<file path="src/rtl/dispense_sequencer.sv">
// Vend sequencer: runs the product motor, then pays change one pulse per coin,
// then issues a one-cycle done strobe. All outputs are registered.
module dispense_sequencer #(
  parameter int unsigned MOTOR_CYCLES = 8,
  parameter int unsigned PULSE_CYCLES = 2,
  parameter int unsigned GAP_CYCLES   = 2
) (
  input  logic       clk,
  input  logic       rst,
  input  logic       d,
  input  logic [2:0] p,
  input  logic [2:0] c,
  output logic       busy,
  output logic       motor_en,
  output logic [2:0] motor_sel,
  output logic       change_pulse,
  output logic [2:0] change_left,
  output logic       done,
  output logic       ovr,
  output logic [2:0] fsm_state
);

  typedef enum logic [2:0] {
    IDLE   = 3'd0,
    MOTOR  = 3'd1,
    CHG_HI = 3'd2,
    CHG_LO = 3'd3,
    DONE   = 3'd4
  } state_t;

  // Counters hold "cycles remaining minus one", so load the width minus one.
  localparam logic [7:0] MOTOR_LD = 8'(MOTOR_CYCLES - 1);
  localparam logic [7:0] PULSE_LD = 8'(PULSE_CYCLES - 1);
  localparam logic [7:0] GAP_LD   = 8'(GAP_CYCLES - 1);

  state_t     state, state_n;
  logic [7:0] cnt, cnt_n;
  logic [2:0] left_n;

  assign fsm_state = state;

  always_comb begin
    state_n = state;
    left_n  = change_left;
    cnt_n   = cnt;
    case (state)
      IDLE: begin
        if (d) begin
          left_n = c;
          if (p != 3'd0)      state_n = MOTOR;
          else if (c != 3'd0) state_n = CHG_HI;
          else                state_n = DONE;
        end
      end
      MOTOR: begin
        if (cnt == 8'd0) state_n = (change_left != 3'd0) ? CHG_HI : DONE;
      end
      CHG_HI: begin
        if (cnt == 8'd0) begin
          if (change_left != 3'd0) left_n = change_left - 3'd1;
          state_n = CHG_LO;
        end
      end
      CHG_LO: begin
        if (cnt == 8'd0) state_n = (change_left != 3'd0) ? CHG_HI : DONE;
      end
      DONE:    state_n = IDLE;
      default: state_n = IDLE;
    endcase

    // Every state entry reloads the timer; otherwise it counts down to zero.
    if (state_n != state) begin
      case (state_n)
        MOTOR:   cnt_n = MOTOR_LD;
        CHG_HI:  cnt_n = PULSE_LD;
        CHG_LO:  cnt_n = GAP_LD;
        default: cnt_n = 8'd0;
      endcase
    end else if (cnt != 8'd0) begin
      cnt_n = cnt - 8'd1;
    end
  end

  always_ff @(posedge clk) begin
    if (rst) begin
      state        <= IDLE;
      cnt          <= 8'd0;
      change_left  <= 3'd0;
      motor_sel    <= 3'd0;
      busy         <= 1'b0;
      motor_en     <= 1'b0;
      change_pulse <= 1'b0;
      done         <= 1'b0;
      ovr          <= 1'b0;
    end else begin
      state        <= state_n;
      cnt          <= cnt_n;
      change_left  <= left_n;
      busy         <= (state_n != IDLE);
      motor_en     <= (state_n == MOTOR);
      change_pulse <= (state_n == CHG_HI);
      done         <= (state_n == DONE);
      if (state == IDLE && d) motor_sel <= p;
      if (state != IDLE && d) ovr <= 1'b1;
    end
  end

endmodule

</file>
<file path="config.mk">
export PLATFORM = sky130hd
export DESIGN_NAME = dispense_sequencer
export DESIGN_NICKNAME = d
export VERILOG_FILES = /design/src/rtl/dispense_sequencer.sv
export SDC_FILE = /design/constraint.sdc
export NUM_CORES = 1
export LEC_CHECK = 0
export BUFFER_PORTS_ARGS = -buffer_cell sky130_fd_sc_hd__clkbuf_2
export CAP_MARGIN = 30
export CORE_UTILIZATION = 53
export CTS_BUF_LIST = sky130_fd_sc_hd__clkbuf_4
export DETAILED_ROUTE_END_ITERATION = 8
export HOLD_SLACK_MARGIN = 0.15
export PLACE_DENSITY = 0.77
export SYNTH_ARGS = -nofsm -noshare
export SYNTH_HDL_FRONTEND = slang
export SYNTH_SLANG_ARGS = --single-unit
</file>
<file path="constraint.sdc">
create_clock -name clk -period 6.58 [get_ports clk]
set_clock_uncertainty 0.05 [all_clocks]
set_input_delay 0.987 -clock clk [delete_from_list [all_inputs] [get_ports clk]]
set_output_delay 0.987 -clock clk [all_outputs]
set_load 0.02 [all_outputs]
</file>
==> results of run 1 <==
[routing by layer]
metal / vias up / GRT usage [%] / part of all wire (%)
li1: 487 / - / -
met1: 459 / 29.3 / 45
met2: 37 / 36.8 / 48
met3: 6 / 3.70 / 5.3
met4: 0 / 11.1 / 1.9
met5: - / 0 / 0
[worst min path at each step]
stage	from	to	slack, ps	cells past startpoint
3_5_place_dp	ovr	ovr	410	2
6_report	ovr	ovr	430	2
2_1_floorplan	cnt[7]	cnt[6]	430	2
4_1_cts	ovr	ovr	440	2
3_3_place_gp	ovr	ovr	410	2
5_1_grt	change_left[2]	change_left[2]	490	2
[state kept, by name, indices dropped and copies added (netlist names)]
| register | cells |
|---|---|
| done | 1 |
| motor_sel | 3 |
| ovr | 1 |
| motor_en | 1 |
| change_left | 3 |
| cnt | 8 |
| busy | 1 |
| change_pulse | 1 |
| fsm_state | 3 |
[layout by cell type, fill, tap and decap left out, types with 2 or more instances in the layout]
cell	count
ha_1	3
nor2_1	18
a31oi_1	3
dfxtp_1	22
a21oi_1	5
nand3_1	4
or3_1	4
xnor2_1	3
or4b_4	2
nor4_1	2
mux2i_1	4
nand2_1	5
o21a_1	2
inv_1	6
clkbuf_4	3
nor3b_1	3
xor2_1	2
nor3_1	5
o21ai_0	4
clkbuf_2	22
[kinds of logic (layout without fill, tap and decap cells)]
kind of cell | Yosys count | count (layout)
AOI/OAI and AO/OA | 24 | 24
xor gates and xnor gates | 5 | 5
adders and majority gates | 3 | 3
buffers and inverters | 11 | 32
DFF | 22 | 22
muxes | 4 | 4
and+or+nand+nor | 54 | 54
[through the flow]
step	area [µm²]	setup WS [ps]	std cells
global placement	1240	3870	167
floorplan	1130	4010	123
finish	1300	4110	171
global route	1300	4080	171
CTS	1300	4130	171
detailed placement	1240	3810	167
[cell type report]
cell class	instances	area (µm²)	share of cell area, %
Inverter	6	22.5	1.74
Tap cell	27	33.8	2.61
Clock buffer	3	22.5	1.74
Sequential cell	22	440	34.0
Timing Repair Buffer	22	110	8.49
Clock inverter	1	30.0	2.32
Multi-Input combinational cell	90	637	49.1
[power breakdown]
group | total (mW) | internal [mW] | leakage (nW) | switching [mW]
sequential | 0.221 | 0.173 | 0.181 | 0.0482
clock | 0.101 | 0.0615 | 0.0279 | 0.0399
combinational | 0.314 | 0.136 | 0.326 | 0.178
[critical path, cell delays in order]
cell and delay, ps:
clkbuf_2 90, or4b_4 570, o211ai_2 190, o21a_4 170
or4b_4 510, nor2_1 150
==> impl_metrics.ini, run 1 <==
[run_status]
run_status = finished clean

[cts]
postCtsSetupBuffers = 0
cts_buffer_depth = 2
numCtsBuffers = 3
holdBufCountCts = 0
numClockSinks = 22
htree_levels = 1
cts.clk_slew.worst_paths_ps = 120
ctsRootBufferMaster = clkbuf_4
clk_latency_ps = 300
cts_tree = built
ctsResizeCount = 0

[floorplan]
dieWidth_um = 48.2
core_mm2 = 0.00198
top_level_ports = 23
dieHeight_um = 48.2
dieArea_mm2 = 0.00233
initial_utilization_pct = 57.1
row_count = 16

[cells_and_area]
nets = 157
diodes = 0
final_util_pct = 65.4
fill_cells = 178
drive_above_1_share_pct = 27.1
area_growth_pct = 14.5

[synthesis]
synth.area.mux_share_pct = 3.54
yosys.cell_types.count = 42
yosysMostFrequentCell = dfxtp_1
ys_top_cells_by_area = dfxtp_1 39%, nor2_1 6.0%, mux2i_1 3.5%
synth_enable_flop_cells = 0
async_reset_ff_share_pct = 0
syn_avg_cell_area_um2 = 9.21
yosysWarnings = 0
ys.flop_type = dfxtp_1
ys_ff_latch = 22
seq_area_frac_synth_pct = 38.9
ys_top_cells_by_count = 22 x dfxtp_1, 18 x nor2_1, 6 x inv_1
yosys.area_share.adder_pct = 3.31
synth_top_family_by_area = simple AND/OR/NAND/NOR gates
netlist_area_mm2 = 0.00113
synth_compound_area_share_pct = 16.7
netlist_instances = 123
synth-simple-area-share_pct = 28.8
synth_fp_nets = 135
synthXorXnorAreaFrac_pct = 3.87
yosys.area.top_type_share_pct = 38.9
yosysTopAreaCell = dfxtp_1

[min_path]
hold_path_class = reg2reg

[sta]
max_slew.worst_pin.slew_ps = 684
slew_headroom_pct = 54.3
timing.fmax_mhz = 405
setup_violations = 0
slew_violations = 0
fin_tns_setup_ps = 0
holdWs_ps = 435
fin_crit_sh_pct = 37.5
rsz0062_at_grt = false
hold_viol_final = 0
post-route-min-period_ps = 2470

[routing]
routedWlPerCell_um = 13.3
viasPerCell = 5.78
initialDrtViolationCount = 12
drtAntennaViolNets = 0
drc = 0
vias = 989
wirelength_um = 2270
first_pass_iters = 4

[critical_path]
start_kind = primary input
r2r-end = cnt[3]
crit_type = in2reg
worst_ep_arrival_time_ps = 2660
startpoint = p[0]
cp_max_fo = 5
r2r_slack_ps = 4230
crit_path_end = cnt[3]
reg2regPathDepth = 7
critical_path_required_ps = 6770
r2r-start = cnt[0]
end_kind = flip-flop

[power_and_ir_drop]
power_density_mw_per_mm2 = 491
peakVddDrop_mv = 0.280
power_uw = 637
p_leak_nw = 0.535

[flow_run]
maxCapViolCount = 0

[global_route]
overflow = 0
grt_pass1_vias = 871
grt_max_degree = 16
antenna_found_initial = 0
grt_first_pass_wirelength_um = 3640
grtUsageTotal_pct = 22.8

[place]
numPortBuffers = 22
gp_congestion = 0.787
place_hpwl_um = 1710
Note: power is estimated with default switching activity, not from simulation.
==> run 2, diff against run 1 <==
--- a/config.mk
+++ b/config.mk
@@ -7,7 +7,7 @@
 export LEC_CHECK = 0
 export BUFFER_PORTS_ARGS = -buffer_cell sky130_fd_sc_hd__clkbuf_2
 export CAP_MARGIN = 30
-export CORE_UTILIZATION = 53
+export CORE_UTILIZATION = 50
 export CTS_BUF_LIST = sky130_fd_sc_hd__clkbuf_4
 export DETAILED_ROUTE_END_ITERATION = 8
 export HOLD_SLACK_MARGIN = 0.15
==> constraint.sdc (replaced) <==
create_clock -name clk -period 2.1 [get_ports clk]
set_clock_uncertainty 0.05 [all_clocks]
set_input_delay 0.315 -clock clk [delete_from_list [all_inputs] [get_ports clk]]
set_output_delay 0.315 -clock clk [all_outputs]
set_load 0.02 [all_outputs]
==> run 2 against run 1 <==
Effect of this change: utilization up 3.3 points; first-iteration DRC count up 42%; sequential share of layout area down 2.6 points; combinational power rose to 4.1 times the previous value; largest cell class unchanged; largest power group unchanged.
==> impl_metrics.ini, run 2 (synthesis gave the netlist of run 1 again) <==
[run_status]
run_status = finished clean

[cts]
cts_tree = built
ctsRootBufferMaster = clkbuf_4
cts_buffer_depth = 2
cts.clk_slew.worst_paths_ps = 120
htree_levels = 1
clk_latency_ps = 300
numClockSinks = 22
numCtsBuffers = 3

[sta]
max_slew.worst_pin.slew_ps = 382
post-route-min-period_ps = 2000
fin_tns_setup_ps = 0
holdWs_ps = 219
fin_crit_sh_pct = 95.4
timing.fmax_mhz = 499
rsz0062_at_grt = false
slew_headroom_pct = 74.4
hold_viol_final = 0
setup_violations = 0
slew_violations = 0

[critical_path]
r2r_slack_ps = 100
end_kind = flip-flop
start_kind = flip-flop
path_buf_inv = 2
cp_max_fo = 5
worst_ep_arrival_time_ps = 2190
crit_type = reg2reg
crit_chain = inv_1 > ha_2 > nor4b_4 > and2_4 > buf_4 > o22ai_2 > or3_1 > a31oi_1
critical_path_required_ps = 2290
crit_slowest_cell = or3_1
max_stage_delay_ps = 340
critPathTopFamily = simple AND/OR/NAND/NOR gates

[cells_and_area]
drive_above_1_share_pct = 35.9
final_cell_mix = 22 x dfxtp_1, 22 x clkbuf_2, 17 x nor2_1
largest_register = cnt
largest_reg_flops = 8
diodes = 0
final_util_pct = 68.7
area_growth_pct = 23.9
nets = 169

[floorplan]
top_level_ports = 23
dieArea_mm2 = 0.00246
dieHeight_um = 49.6
core_mm2 = 0.00204
dieWidth_um = 49.6
row_count = 16
initial_utilization_pct = 55.5

[min_path]
hold_path_class = in2reg

[place]
numPortBuffers = 22
place_hpwl_um = 1870
gp_congestion = 0.825

[flow_run]
maxCapViolCount = 0

[global_route]
grt_use_met3_pct = 3.70
grtUsageMet1_pct = 27.1
antenna_found_initial = 0
grt_pass1_vias = 974
grt_first_pass_wirelength_um = 4180
grt_util_met2_pct = 37.6
grt_max_degree = 16
overflow = 0
grtUsageTotal_pct = 21.9
busiest_layer = met2

[routing]
initialDrtViolationCount = 17
first_pass_iters = 4
drc = 0
drtAntennaViolNets = 0
vias = 1005
wirelength_um = 2360
viasPerCell = 5.49
routedWlPerCell_um = 12.9

[power_and_ir_drop]
p_leak_nw = 0.598
peakVddDrop_mv = 0.850
power_mw = 2.28
power_density_mw_per_mm2 = 1620
-- run 2: cell types whose count changed in the layout (fill, tap and decap cells not counted), sizes merged --
cell	previous run	this run
buf	0	12
-- run 2: final cells by class --
type	count	area [µm²]
inverters	6	22.5
repair buffers	34	200
flip-flops and latches	22	440
clock buffers	3	22.5
clock inverters	1	30.0
well taps	27	33.8
multi-input cells	90	653
fillers	172	639
-- run 2: metrics by stage --
stage	cell area [µm²]	setup WS, ps	cells
after global placement	1330	76.3	178
after detailed placement	1330	13.4	178
after CTS	1380	26.1	182
after global routing	1400	14.6	183
after floorplan	1130	1.93	123
final	1400	96.7	183
-- run 2: worst paths after layout --
kind,from,to,depth (start not counted)
max,cnt[0],change_left[0],8
max reg2reg,cnt[0],change_left[0],8
min reg2reg,ovr,ovr,2
min,p[2],motor_sel[2],3
-- run 2: timing repair --
item | CTS | global route
pin swaps | 0 | 1
hold buffers | 0 | 0
endpoints found under the setup margin | 2 | 7
gates resized for setup | 2 | 3
buffers inserted | 0 | 1
-- run 2: report_power, final --
part / internal [mW] / switching, mW
Combinational: 0.638 / 0.663
Sequential: 0.544 / 0.111
Clock: 0.193 / 0.126
Total: 1.37 / 0.901
-- run 2: layer usage --
metal / up-vias / wire, µm
met5: - / 0
met4: 0 / 40
met3: 7 / 90
met2: 26 / 1200
met1: 461 / 1030
li1: 511 / -
-- run 2: worst register-to-register path, stage by stage, from the launching register on --
cell,delay (ps)
dfxtp_1,330
inv_1,80
ha_2,210
nor4b_4,330
and2_4,230
buf_4,120
o22ai_2,110
or3_1,340
a31oi_1,150
